[src/rtl/dodge_game_core.sv]
// Falling-object dodge game engine: player, object slots, collisions, score and lives,
// rendered onto a row-scanned LED matrix one row per clock.
module dodge_game_core #(
    parameter int ROWS      = 16,
    parameter int COLS      = 32,
    parameter int SLOTS     = 8,
    parameter int TICK      = 250,
    parameter int OBJ_LEN   = 3,
    parameter int PLAYER_W  = 5,
    parameter int PLAYER_H  = 2,
    parameter int LIVES     = 3,
    parameter int HIT_TICKS = 8
) (
    input  logic                    clk,
    input  logic                    rst_n,
    input  logic                    left_btn,
    input  logic                    right_btn,
    input  logic                    function_btn,
    input  logic [1:0]              level,
    input  logic [$clog2(COLS)-1:0] rnd,
    output logic [ROWS-1:0]         screen_row,
    output logic [COLS-1:0]         screen_col,
    output logic [1:0]              state,
    output logic [15:0]             score,
    output logic [3:0]              lives,
    output logic                    game_over
);
    localparam int CW = $clog2(COLS);
    localparam int HW = $clog2(ROWS + OBJ_LEN);
    localparam int RW = $clog2(ROWS);
    localparam int TW = $clog2(TICK + 1);
    localparam int XW = $clog2(HIT_TICKS + 1);
    localparam int NW = $clog2(SLOTS + 1);

    localparam logic [CW-1:0]   PMAX     = CW'(COLS - PLAYER_W);
    localparam logic [CW-1:0]   PCENTER  = CW'((COLS - PLAYER_W) / 2);
    localparam logic [HW-1:0]   HEAD_END = HW'(ROWS + OBJ_LEN - 1);
    localparam logic [HW-1:0]   PTOP     = HW'(ROWS - PLAYER_H);
    localparam logic [COLS-1:0] PMASK0   = {{(COLS - PLAYER_W){1'b0}}, {PLAYER_W{1'b1}}};

    typedef enum logic [1:0] {
        ST_IDLE = 2'd0,
        ST_PLAY = 2'd1,
        ST_HIT  = 2'd2,
        ST_OVER = 2'd3
    } state_t;

    state_t          state_q, state_d;
    logic [ROWS-1:0] row_q, row_d;
    logic [RW-1:0]   ridx_q, ridx_d;
    logic [COLS-1:0] col_q, col_d;
    logic [SLOTS-1:0] valid_q, valid_d;
    logic [CW-1:0]   ocol_q [SLOTS];
    logic [CW-1:0]   ocol_d [SLOTS];
    logic [HW-1:0]   head_q [SLOTS];
    logic [HW-1:0]   head_d [SLOTS];
    logic [CW-1:0]   pcol_q, pcol_d;
    logic [TW-1:0]   tcnt_q, tcnt_d;
    logic [1:0]      scnt_q, scnt_d;
    logic [XW-1:0]   hcnt_q, hcnt_d;
    logic [15:0]     score_q, score_d;
    logic [3:0]      lives_q, lives_d;
    logic            btn_q;

    logic            fn_edge;
    logic            tick;
    logic [SLOTS-1:0] alive;
    logic [SLOTS-1:0] hitv;
    logic [NW-1:0]   nret;
    logic            found;
    logic [CW-1:0]   pend;
    logic [16:0]     ssum;
    logic [COLS-1:0] objrow;
    logic [COLS-1:0] pmask;
    logic            showp;
    logic            prow;

    assign fn_edge = function_btn & ~btn_q;

    always_comb begin
        state_d = state_q;
        valid_d = valid_q;
        ocol_d  = ocol_q;
        head_d  = head_q;
        pcol_d  = pcol_q;
        tcnt_d  = tcnt_q;
        scnt_d  = scnt_q;
        hcnt_d  = hcnt_q;
        score_d = score_q;
        lives_d = lives_q;
        tick    = 1'b0;
        alive   = '0;
        hitv    = '0;
        nret    = '0;
        found   = 1'b0;
        pend    = '0;
        ssum    = '0;

        case (state_q)
            ST_IDLE: begin
                if (fn_edge) begin
                    state_d = ST_PLAY;
                    valid_d = '0;
                    score_d = '0;
                    lives_d = 4'(LIVES);
                    pcol_d  = PCENTER;
                    tcnt_d  = '0;
                    scnt_d  = '0;
                    hcnt_d  = '0;
                end
            end
            ST_OVER: begin
                if (fn_edge) begin
                    state_d = ST_IDLE;
                end
            end
            default: begin
                if (tcnt_q == TW'(TICK - 1)) begin
                    tcnt_d = '0;
                    tick   = 1'b1;
                end else begin
                    tcnt_d = tcnt_q + TW'(1);
                end
            end
        endcase

        // One game tick: move, fall, retire, collide, then spawn into the freed pool.
        if (tick) begin
            if (right_btn && !left_btn && pcol_q != PMAX) begin
                pcol_d = pcol_q + CW'(1);
            end else if (left_btn && !right_btn && pcol_q != '0) begin
                pcol_d = pcol_q - CW'(1);
            end
            pend = pcol_d + CW'(PLAYER_W - 1);

            for (int i = 0; i < SLOTS; i++) begin
                if (valid_q[i]) begin
                    head_d[i] = head_q[i] + HW'(1);
                    if (head_d[i] == HEAD_END) begin
                        nret = nret + NW'(1);
                    end else begin
                        alive[i] = 1'b1;
                        if (state_q == ST_PLAY && head_d[i] >= PTOP &&
                            ocol_q[i] >= pcol_d && ocol_q[i] <= pend) begin
                            hitv[i] = 1'b1;
                        end
                    end
                end
            end
            valid_d = alive & ~hitv;

            ssum    = {1'b0, score_q} + 17'(nret);
            score_d = ssum[16] ? 16'hFFFF : ssum[15:0];

            if (|hitv) begin
                if (lives_q > 4'd1) begin
                    lives_d = lives_q - 4'd1;
                    state_d = ST_HIT;
                    hcnt_d  = '0;
                end else begin
                    lives_d = '0;
                    state_d = ST_OVER;
                end
            end

            if (state_q == ST_HIT) begin
                hcnt_d = hcnt_q + XW'(1);
                if (hcnt_d == XW'(HIT_TICKS)) begin
                    state_d = ST_PLAY;
                end
            end

            if (scnt_q >= 2'd3 - level) begin
                scnt_d = '0;
                for (int i = 0; i < SLOTS; i++) begin
                    if (!found && !valid_d[i]) begin
                        valid_d[i] = 1'b1;
                        ocol_d[i]  = rnd;
                        head_d[i]  = '0;
                        found      = 1'b1;
                    end
                end
            end else begin
                scnt_d = scnt_q + 2'd1;
            end
        end
    end

    // Column data is built for the row that becomes active on this edge.
    always_comb begin
        ridx_d = (ridx_q == RW'(ROWS - 1)) ? '0 : ridx_q + RW'(1);
        row_d  = {row_q[ROWS-2:0], row_q[ROWS-1]};
        objrow = '0;
        for (int i = 0; i < SLOTS; i++) begin
            if (valid_q[i] && int'(head_q[i]) >= int'(ridx_d) &&
                int'(head_q[i]) <= int'(ridx_d) + OBJ_LEN - 1) begin
                objrow[ocol_q[i]] = 1'b1;
            end
        end
        pmask = PMASK0 << pcol_q;
        showp = (state_q == ST_PLAY) || (state_q == ST_HIT && !hcnt_q[0]);
        prow  = int'(ridx_d) >= ROWS - PLAYER_H;

        case (state_q)
            ST_IDLE: col_d = '1;
            ST_OVER: col_d = (int'(ridx_d) < ROWS / 2) ? '1 : '0;
            default: col_d = objrow | ((prow && showp) ? pmask : '0);
        endcase
    end

    always_ff @(posedge clk) begin
        if (!rst_n) begin
            state_q <= ST_IDLE;
            row_q   <= ROWS'(1);
            ridx_q  <= '0;
            col_q   <= '0;
            valid_q <= '0;
            for (int i = 0; i < SLOTS; i++) begin
                ocol_q[i] <= '0;
                head_q[i] <= '0;
            end
            pcol_q  <= PCENTER;
            tcnt_q  <= '0;
            scnt_q  <= '0;
            hcnt_q  <= '0;
            score_q <= '0;
            lives_q <= 4'(LIVES);
            btn_q   <= 1'b0;
        end else begin
            state_q <= state_d;
            row_q   <= row_d;
            ridx_q  <= ridx_d;
            col_q   <= col_d;
            valid_q <= valid_d;
            ocol_q  <= ocol_d;
            head_q  <= head_d;
            pcol_q  <= pcol_d;
            tcnt_q  <= tcnt_d;
            scnt_q  <= scnt_d;
            hcnt_q  <= hcnt_d;
            score_q <= score_d;
            lives_q <= lives_d;
            btn_q   <= function_btn;
        end
    end

    assign screen_row = row_q;
    assign screen_col = col_q;
    assign state      = state_q;
    assign score      = score_q;
    assign lives      = lives_q;
    assign game_over  = (state_q == ST_OVER);

endmodule

[config.mk]
export PLATFORM = sky130hd
export DESIGN_NAME = dodge_game_core
export DESIGN_NICKNAME = d
export VERILOG_FILES = /design/src/rtl/dodge_game_core.sv
export SDC_FILE = /design/constraint.sdc
export NUM_CORES = 1
export LEC_CHECK = 0
export CORE_UTILIZATION = 45
export CTS_CLUSTER_SIZE = 8
export DETAILED_ROUTE_END_ITERATION = 6
export GPL_TIMING_DRIVEN = 0
export HOLD_SLACK_MARGIN = 0.03
export SLEW_MARGIN = 5
export SYNTH_ARGS = -nofsm -noshare
export SYNTH_HDL_FRONTEND = slang
export SYNTH_SLANG_ARGS = --single-unit
[constraint.sdc]
create_clock -name clk -period 14.1 [get_ports clk]
set_input_delay 1.41 -clock clk [delete_from_list [all_inputs] [get_ports clk]]
set_output_delay 1.41 -clock clk [all_outputs]
set_load 0.005 [all_outputs]
======== Word level (Yosys, flattened, before mapping) ========
Index checks and enable logic that the tools add are counted.
storage, ports and cells
  logic and storage cells ................. 435
  input bits .............................. 12
  register bits after elaboration ......... 182
  output and inout port bits .............. 71
cells by class
  bitwise gates (word level) .............. 14
  reduce and logical (&&, ||, !) cells .... 95
  $lt $le $gt $ge ......................... 60
  shifts and indexed selects .............. 1
  muxes and demuxes ....................... 194
  add/sub/neg operators ................... 27
  eq/ne operators ......................... 16
operator list
  kind                  number
  $mux 32               10
  $or 32x32->32         8
  $mux 4                34
  $mux 5                22
  $mux 1                97
  $mux 16               4
  $pmux 32 s2           1
  $logic_and 1x1->1     61
  $le 6x6->1            8
  $lt 5x6->1 const B    8
  $add 5x1->5 const B   9
  $demux 1 s5           8
  $eq 5x5->1 const B    8
  $ge 5x1->1 const B    8
  $ge 5x4->1            8
  $ge 5x4->1 const B    8
  $ge 5x5->1            8
  $le 5x5->1            8
  $mux 40               1
  $mux 8                5
  $add 4x1->4 const B   9
  $shl 5x5->32 const A  1
  $reduce_and 3->1      8
  $mux 2                10
  other kinds (33)      55

======== Logic depth before layout (Yosys ltp) ========
Gate-level depths: netlist of run 1.
  depth in word-level cells ............... 54
  mapped depth ............................ 33
  gate-level depth less buffers ........... 32

======== Least setup slack after synthesis of run 1 ========
Ideal clock, no wire load.
  path kind ............................... reg2reg
  start point ............................. register head_q[31] (netlist name)
  end point ............................... register score_q[1] (netlist: score[1])
  arrival time ............................ 6.282 ns
  period minus slack after synthesis ...... 6.373 ns
  setup time .............................. 0.091 ns
  slack ................................... 7.727 ns
  required time ........................... 14.009 ns
  cell stages (with the launch flop) ...... 31
  path buffers ............................ 1
  cell sequence ........................... dfxtp_1 -> ha_1 -> nand3_1 -> xnor2_1 -> nand3_1 -> inv_1 -> ha_1 -> a32o_1 -> ha_1 -> mux2_2 -> ha_1 -> mux2i_1 -> xor2_1 -> o21ai_0 -> ha_1 -> inv_1 -> nor2_1 -> xnor2_1 -> xnor2_1 -> a31oi_1 -> nor3b_1 -> xor3_1 -> ha_1 -> o21ai_0 -> a211oi_1 -> and3_1 -> and3_1 -> and2_1 -> nand4_1 -> clkbuf_1 -> a311oi_1
on the way
  longest elaborated chain between the ends .. 32
RTL lines
  element                          line  text
  start, declared                  55    logic [HW-1:0] head_q [SLOTS];
  start signal, assigned by index  220   head_q[i] <= '0;
  start signal, assigned           236   head_q <= head_d;
  $add 5x1->5 (*)                  138   head_d[i] = head_q[i] + HW'(1);
  $eq 5x5->1 (*)                   139   if (head_d[i] == HEAD_END) begin
  $mux 4 (*)                       139
  $mux 4 (*)                       137   if (valid_q[i]) begin
  $mux 4 (*)                       128   if (tick) begin
  $add 4x1->4                      140   nret = nret + NW'(1);
  $mux 4                           139
  $mux 4 (*)                       137
  [16 not listed]                  n/a
  $mux 4 (*)                       128
  $add 4x1->4                      140
  $mux 4                           139
  $mux 4 (*)                       137
  $mux 4 (*)                       128
  $add 16x4->17 (*)                152   ssum = {1'b0, score_q} + 17'(nret);
  $mux 16 (*)                      153   score_d = ssum[16] ? 16'hFFFF : ssum[15:0];
  $mux 16 (*)                      128
  end signal, assigned             241   score_q <= score_d;
  end, declared                    61    logic [15:0] score_q, score_d;
Mark *: on every way between the ends. The rest lies on a longest branch, timed or not. The select of a mux whose other input is x is not followed.
A chain may end at the register's enable or synchronous reset.

======== Worst setup path in the final report of run 1 ========
  start point ............................. input port left_btn
  end point ............................... register ocol_q[24] (netlist name)
on the way
  longest elaborated chain between the ends .. 30
  elaborated cells on any way between the ends .. 62
  those cells by class .................... add/sub (1); order compare (8); mux (28); bitwise (2); reduce/logical (23)
RTL lines
  element                                                      line      text
  start, declared                                              16        input logic left_btn,
  $logic_and 1x1->1 / $logic_not 1->1 (equally long branches)  131, 129
  $logic_and 1x1->1, on equally long branches                  131, 129
  $mux 5 / $logic_and 1x1->1 (equally long branches)           131, 129
  $mux 5 (*)                                                   129       if (right_btn && !left_btn && pcol_q != PMAX) begin
  $mux 5 (*)                                                   128
  $add 5x3->5 / $ge 5x5->1 (equally long branches)             134, 144
  $le 5x5->1 / $logic_and 1x1->1 (equally long branches)       144, 143
  $logic_and 1x1->1                                            144       ocol_q[i] >= pcol_d && ocol_q[i] <= pend) begin
  [14 not listed]                                              n/a
  $logic_not 1->1                                              176       if (!found && !valid_d[i]) begin
  $logic_and 1x1->1                                            176
  $mux 1                                                       176
  $mux 1                                                       173       if (scnt_q >= 2'd3 - level) begin
  $mux 1                                                       128
  $logic_not 1->1                                              176
  $logic_and 1x1->1 (*)                                        176
  $reduce_and 3->1 (no source line) (*)                        n/a
  end signal, assigned                                         235       ocol_q <= ocol_d;
  end, declared                                                53        logic [CW-1:0] ocol_q [SLOTS];
Marks and branches as above.

==> results of run 1 <==
worst max-delay path, cell delays in order:
cell and delay, ns:
clkdlybuf4s50_1 0.46, nor2b_1 0.24, o21ai_1 0.24, nor4_1 0.33
a21oi_1 0.12, a21oi_1 0.90, inv_1 0.17, ha_1 0.28
xnor2_1 0.95, ha_1 0.41, and3_1 0.15, a31oi_1 0.18
a221o_1 0.28, or3b_1 0.42, buf_6 0.16, nor4_1 0.89
nand2_1 0.44, mux2i_1 0.25, nor2_1 0.05
metal layers:
| metal | global-route usage [%] | wire length (um) | part of all wire, % | vias up |
|---|---|---|---|---|
| li1 | - | - | - | 7427 |
| met1 | 48.7 | 27000 | 44 | 7678 |
| met2 | 53.8 | 26300 | 43 | 815 |
| met3 | 9.76 | 6350 | 10 | 125 |
| met4 | 11.4 | 1630 | 2.7 | 4 |
| met5 | 0 | 27 | 0.044 | - |
how the worst min path moves through the flow:
stage | startpoint | to | slack [ns] | cells past startpoint
after floorplan | screen_row[15] | screen_row[0] | 0.44 | 1
after global placement | screen_row[15] | screen_row[0] | 0.42 | 1
after detailed placement | screen_row[15] | screen_row[0] | 0.43 | 1
after CTS | screen_row[15] | screen_row[0] | 0.46 | 1
after global routing | screen_row[15] | screen_row[0] | 0.49 | 1
final | screen_row[15] | screen_row[0] | 0.46 | 1
through the flow:
stage	setup WS, ns	cells	total power [mW]	instance area (um^2)	util (%)
detailed placement	5.83	2473	0.712	16700	50.7
floorplan	7.73	1945	0.642	15200	-
CTS	6.29	2504	1.19	17200	52.4
finish	6.06	2504	1.19	17200	52.4
global route	5.72	2504	1.23	17200	52.4
global placement	5.85	2468	0.706	16600	50.5
layout make-up:
type                    instances  share of cell area (%)
multi-input cells            1583                    63.3
flip-flops and latches        182                    21.1
repair buffers                 86                    4.97
well taps                     442                    3.21
clock buffers                  17                    2.47
plain buffers                 100                    2.37
inverters                      80                    1.74
clock inverters                14                   0.820
cell families (layout without fill, tap and decap cells):
kind of cell / after synthesis / in the layout
AOI/OAI and AO/OA: 566 / 566
xor gates and xnor gates: 51 / 51
adders and majority gates: 191 / 191
buffers and inverters: 180 / 297
DFF: 182 / 182
muxes: 36 / 36
and+or+nand+nor: 739 / 739
flip-flops by register name, summed over array words and instances (netlist names):
name,flops
pcol_q,5
ocol_q,40
hcnt_q,4
head_q,40
state,2
valid_q,8
ridx_q,4
screen_col,32
score,16
lives,4
scnt_q,2
screen_row,16
tcnt_q,8
btn_q,1
synthesized netlist by cell type, drive strengths merged (29+ instances only):
cell    number
a21o        45
nand2      173
nor2b       29
mux2i       29
nor2       163
o21ai      111
clkbuf      83
nor3        57
and2        31
nand2b      42
dfxtp      182
nand3       76
o22ai       48
inv         80
a21oi      118
ha         186
power by group:
part	switching (mW)	total, mW	leakage, nW	internal (mW)
Combinational	0.108	0.176	4.87	0.0682
Clock	0.252	0.485	0.267	0.233
Sequential	0.00546	0.529	1.48	0.524
Total	0.365	1.19	6.61	0.825
==> impl_metrics.env, run 1 <==
export IMPL_synth_area_leaders="dfxtp_1 (24%), ha_1 (15%), nand2_1 (4.2%), nor2_1 (4.0%), a21oi_1 (3.9%)"
export IMPL_maxCapViolCount=1
export IMPL_final_setup_viol_count=0
export IMPL_fin_skew_ns=0.0186
export IMPL_rsz0062_at_grt="no"
export IMPL_yosysWarnings=0
export IMPL_ys_seq_area_share_pct=23.9
export IMPL_clkSinkCount=182
export IMPL_synthCells=1945
export IMPL_p_leak_nw=6.61
export IMPL_final_max_slew_violation_count=9
export IMPL_insertion_delay_ns=0.47
export IMPL_synth_edf_count=0
export IMPL_required_ns=14.42
export IMPL_irDropWorstVdd_v=0.0000903
export IMPL_gp_congestion=1.07
export IMPL_cts_setup_buffers=0
export IMPL_vias=16049
export IMPL_timing_fmax_ghz=0.124
export IMPL_dieHeight_um=186
export IMPL_cts_root_buf="clkbuf_16"
export IMPL_seq_area_um2=3640
export IMPL_cts_tree="done"
export IMPL_synth_seq_cells=182
export IMPL_fin_nets=2249
export IMPL_drive_above_1_share_pct=5.04
export IMPL_whs_ns=0.463
export IMPL_ys_flop_type="dfxtp_1"
export IMPL_final_period_utilization_pct=57.0
export IMPL_dieArea_um2=34600
export IMPL_first_global_vias=14673
export IMPL_vias_per_cell=6.41
export IMPL_mappedNetlistArea_um2=15200
export IMPL_synthAdderAreaFrac_pct=15.7
export IMPL_hpwl_mm=46.9
export IMPL_grt_use_total_pct=35.6
export IMPL_mostFrequentLayoutCells="ha_1 (186), dfxtp_1 (182), nand2_1 (172), nor2_1 (162), a21oi_1 (116)"
export IMPL_synth_xor_area_share_pct=3.30
export IMPL_drc=0
export IMPL_path_max_fanout=9
export IMPL_fp_coreArea_um2=32900
export IMPL_final_setup_tns_ns=0
export IMPL_cp_data_arrival_time_ns=8.35
export IMPL_totalWireLength_mm=61.4
export IMPL_synth_compound_area_share_pct=24.8
export IMPL_cts_htree_levels=4
export IMPL_grt_overflow_total=0
export IMPL_fillers=3235
export IMPL_crit_end="ocol_q[24]"
export IMPL_num_rows=66
export IMPL_first_pass_iters=6
export IMPL_synth_distinct_cells=91
export IMPL_synthArstFlopShare_pct=0
export IMPL_die_x_um=186
export IMPL_timing_critical_path_to_type="register"
export IMPL_wire_per_inst_um=24.5
export IMPL_worstMarginPinSlew_ns=1.51
export IMPL_hold_buffers=0
export IMPL_synth_largest_area_cell="dfxtp_1"
export IMPL_synth_area_per_cell_um2=7.82
export IMPL_io_pins=83
export IMPL_drt_iter0_markers=1992
export IMPL_syn_nets=2144
export IMPL_synth_top_family_by_area="simple AND/OR/NAND/NOR gates"
export IMPL_crit_type="primary input to register"
export IMPL_outcome="finished, violations left"
export IMPL_antenna_cells=0
export IMPL_synthSimpleGateAreaFrac_pct=25.2
export IMPL_detail_route_antenna_nets=0
export IMPL_clk_path_buf_depth=2
export IMPL_start_kind="primary input"
export IMPL_violations="max-capacitance violations, max-slew violations"
export IMPL_syn_to_final_growth_pct=13.3
export IMPL_portBuffers=81
export IMPL_startpoint="left_btn"
export IMPL_synth_top_cell_area_share_pct=23.9
export IMPL_synthMuxAreaShare_pct=2.45
export IMPL_multi_input_area_um2=10900
export IMPL_grt_pass1_wl_mm=90.7
export IMPL_antenna_found_initial=5
export IMPL_grt_max_degree=19
export IMPL_hp_class="register to register"
export IMPL_initial_core_util_pct=46.3
export IMPL_timing_rr_start="head_q[31]"
export IMPL_power_density_nw_per_um2=69.1
export IMPL_final_common_cell="ha_1"
export IMPL_path_clk_slew_ns=0.07
export IMPL_reg2reg_to="score[8]"
export IMPL_r2r_cells=32
export IMPL_slew_headroom_pct=-1.41
export IMPL_final_hold_viol_count=0
export IMPL_reg2reg_slack_ns=6.42
export IMPL_cts_inserted_buffers=17
export IMPL_cts_repair_resized=0
export IMPL_finalCriticalPeriod_ns=8.04
(Power assumes the default switching activity.)
==> run 2, diff against run 1 <==
==> constraint.sdc (replaced) <==
create_clock -name clk -period 7.73 [get_ports clk]
set_input_delay 0.773 -clock clk [delete_from_list [all_inputs] [get_ports clk]]
set_output_delay 0.773 -clock clk [all_outputs]
set_load 0.005 [all_outputs]
==> run 2 against run 1 <==
  * The run ends with max-capacitance violations left
  * Highest routed layer unchanged
  * Final cell count unchanged
  * Via count up 0.86%
  * Die area unchanged
  * First-iteration DRC count down 0.35%
  * Critical path type is now register to register
  * Sequential share of layout area down 0.051 points
  * Count of clock-buffer cells in the layout unchanged
  * Sequential power up 83%
  * Wire length up 0.32%
  * Combinational power up 83%
==> impl_metrics.env, run 2 (synthesis results as in run 1) <==
export IMPL_outcome="finished, violations left"
export IMPL_violations="max-capacitance violations"
export IMPL_num_rows=66
export IMPL_path_max_fanout=10
export IMPL_startpoint="head_q[31]"
export IMPL_required_ns=8.12
export IMPL_io_pins=83
export IMPL_timing_critical_path_to_type="register"
export IMPL_first_global_vias=14673
export IMPL_first_pass_iters=6
export IMPL_grtUsageMet1_pct=48.7
export IMPL_grt_use_total_pct=35.6
export IMPL_grt_use_met3_pct=9.76
export IMPL_final_setup_viol_count=0
export IMPL_fin_skew_ns=0.0183
export IMPL_timing_fmax_ghz=0.139
export IMPL_antenna_found_initial=5
export IMPL_cp_data_arrival_time_ns=7.57
export IMPL_cts_tree="done"
export IMPL_hp_class="register to register"
export IMPL_power_density_nw_per_um2=126
export IMPL_worstMarginPinSlew_ns=1.48
export IMPL_grtUsageMet2_pct=53.8
export IMPL_crit_type="register to register"
export IMPL_slew_headroom_pct=0.703
export IMPL_drive_above_1_share_pct=5.48
export IMPL_vias_per_cell=6.46
export IMPL_drc=0
export IMPL_drt_iter0_markers=1985
export IMPL_cts_htree_levels=4
export IMPL_grt_overflow_total=0
export IMPL_final_hold_viol_count=0
export IMPL_dieHeight_um=186
export IMPL_fp_coreArea_um2=32900
export IMPL_cts_inserted_buffers=17
export IMPL_fin_nets=2249
export IMPL_final_instance_count_excl_fill=2504
export IMPL_insertion_delay_ns=0.47
export IMPL_wire_per_inst_um=24.6
export IMPL_detail_route_antenna_nets=0
export IMPL_grt_max_degree=19
export IMPL_hpwl_mm=46.9
export IMPL_cp_common_cell="ha_1"
export IMPL_p_leak_nw=6.63
export IMPL_fin_util_pct=52.6
export IMPL_portBuffers=81
export IMPL_clkSinkCount=182
export IMPL_initial_core_util_pct=46.3
export IMPL_final_period_utilization_pct=92.9
export IMPL_hold_buffers=0
export IMPL_syn_to_final_growth_pct=13.5
export IMPL_mostFrequentLayoutCells="ha_1 (185), dfxtp_1 (182), nand2_1 (172), nor2_1 (162), a21oi_1 (115)"
export IMPL_clk_path_buf_depth=2
export IMPL_crit_path_top_delay_cell="dfxtp_1"
export IMPL_final_max_slew_violation_count=0
export IMPL_grt_pass1_wl_mm=90.7
export IMPL_final_common_cell="ha_1"
export IMPL_dieArea_um2=34600
export IMPL_start_kind="register"
export IMPL_worstHoldStart="screen_row[15]"
export IMPL_critPathMaxStageDelay_ns=0.46
export IMPL_irDropWorstVdd_v=0.000165
export IMPL_dpl_cell_count=2473
export IMPL_gp_congestion=1.07
export IMPL_top_usage_layer="met2"
export IMPL_totalWireLength_mm=61.6
export IMPL_die_x_um=186
export IMPL_cts_root_buf="clkbuf_16"
export IMPL_antenna_cells=0
export IMPL_vias=16187
export IMPL_timing_rr_start="head_q[31]"
export IMPL_finalCriticalPeriod_ns=7.18
export IMPL_path_clk_slew_ns=0.08
export IMPL_maxCapViolCount=1
==> run 2: power by group <==
| group | switching, mW | total, mW | leakage [nW] | internal [mW] |
|---|---|---|---|---|
| Combinational | 0.197 | 0.322 | 4.89 | 0.125 |
| Sequential | 0.00992 | 0.966 | 1.48 | 0.956 |
| Clock | 0.461 | 0.886 | 0.267 | 0.425 |
| Total | 0.668 | 2.17 | 6.63 | 1.51 |
==> run 2: repair_timing <==
action                                  in CTS  in global routing
resized for setup                            0                 13
endpoints found under the setup margin       0                 33
buffers inserted                             0                  0
==> run 2: critical path: cells and delay by family (launching register included) <==
family	cells	cell delay, ns
flops	1	0.46
fa+ha+maj	7	1.95
buf+inv	3	0.39
mux	1	0.32
xor+xnor	4	0.74
simple gates	10	1.88
compound gates	8	1.33
==> run 2: cell type report <==
| type | count | area, um^2 |
|---|---|---|
| Multi-Input combinational cell | 1583 | 10900 |
| Buffer | 100 | 410 |
| Tap cell | 442 | 553 |
| Sequential cell | 182 | 3640 |
| Clock inverter | 14 | 141 |
| Clock buffer | 17 | 425 |
| Inverter | 80 | 300 |
| Fill cell | 3229 | 15600 |
| Timing Repair Buffer | 86 | 856 |
==> run 2: routing by layer <==
metal  routed length, um  part of all wire (%)  vias up
li1                    -                     -     7431
met1               27000                    44     7758
met2               26400                    43      865
met3                6490                    11      127
met4                1600                   2.6        6
met5                  57                 0.093        -
==> run 2: worst paths after layout <==
path	end	slack, ns	cells past startpoint
setup / recovery	score[8]	0.55	33
hold reg to reg	screen_row[0]	0.46	1
setup reg to reg	score[8]	0.55	33
hold / removal	screen_row[0]	0.46	1
==> run 2: stage by stage <==
stage / hold WS [ns] / power, mW / worst slack (ns) / instance area [um^2] / TNS (ns)
after floorplan: 0.436 / 1.17 / 1.36 / 15200 / 0
after global placement: 0.423 / 1.29 / 0.116 / 16600 / 0
after detailed placement: 0.434 / 1.30 / 0.0930 / 16700 / 0
after CTS: 0.463 / 2.17 / 0.143 / 17200 / 0
after global routing: 0.489 / 2.24 / -0.00476 / 17300 / -0.00550
final: 0.464 / 2.17 / 0.550 / 17300 / 0
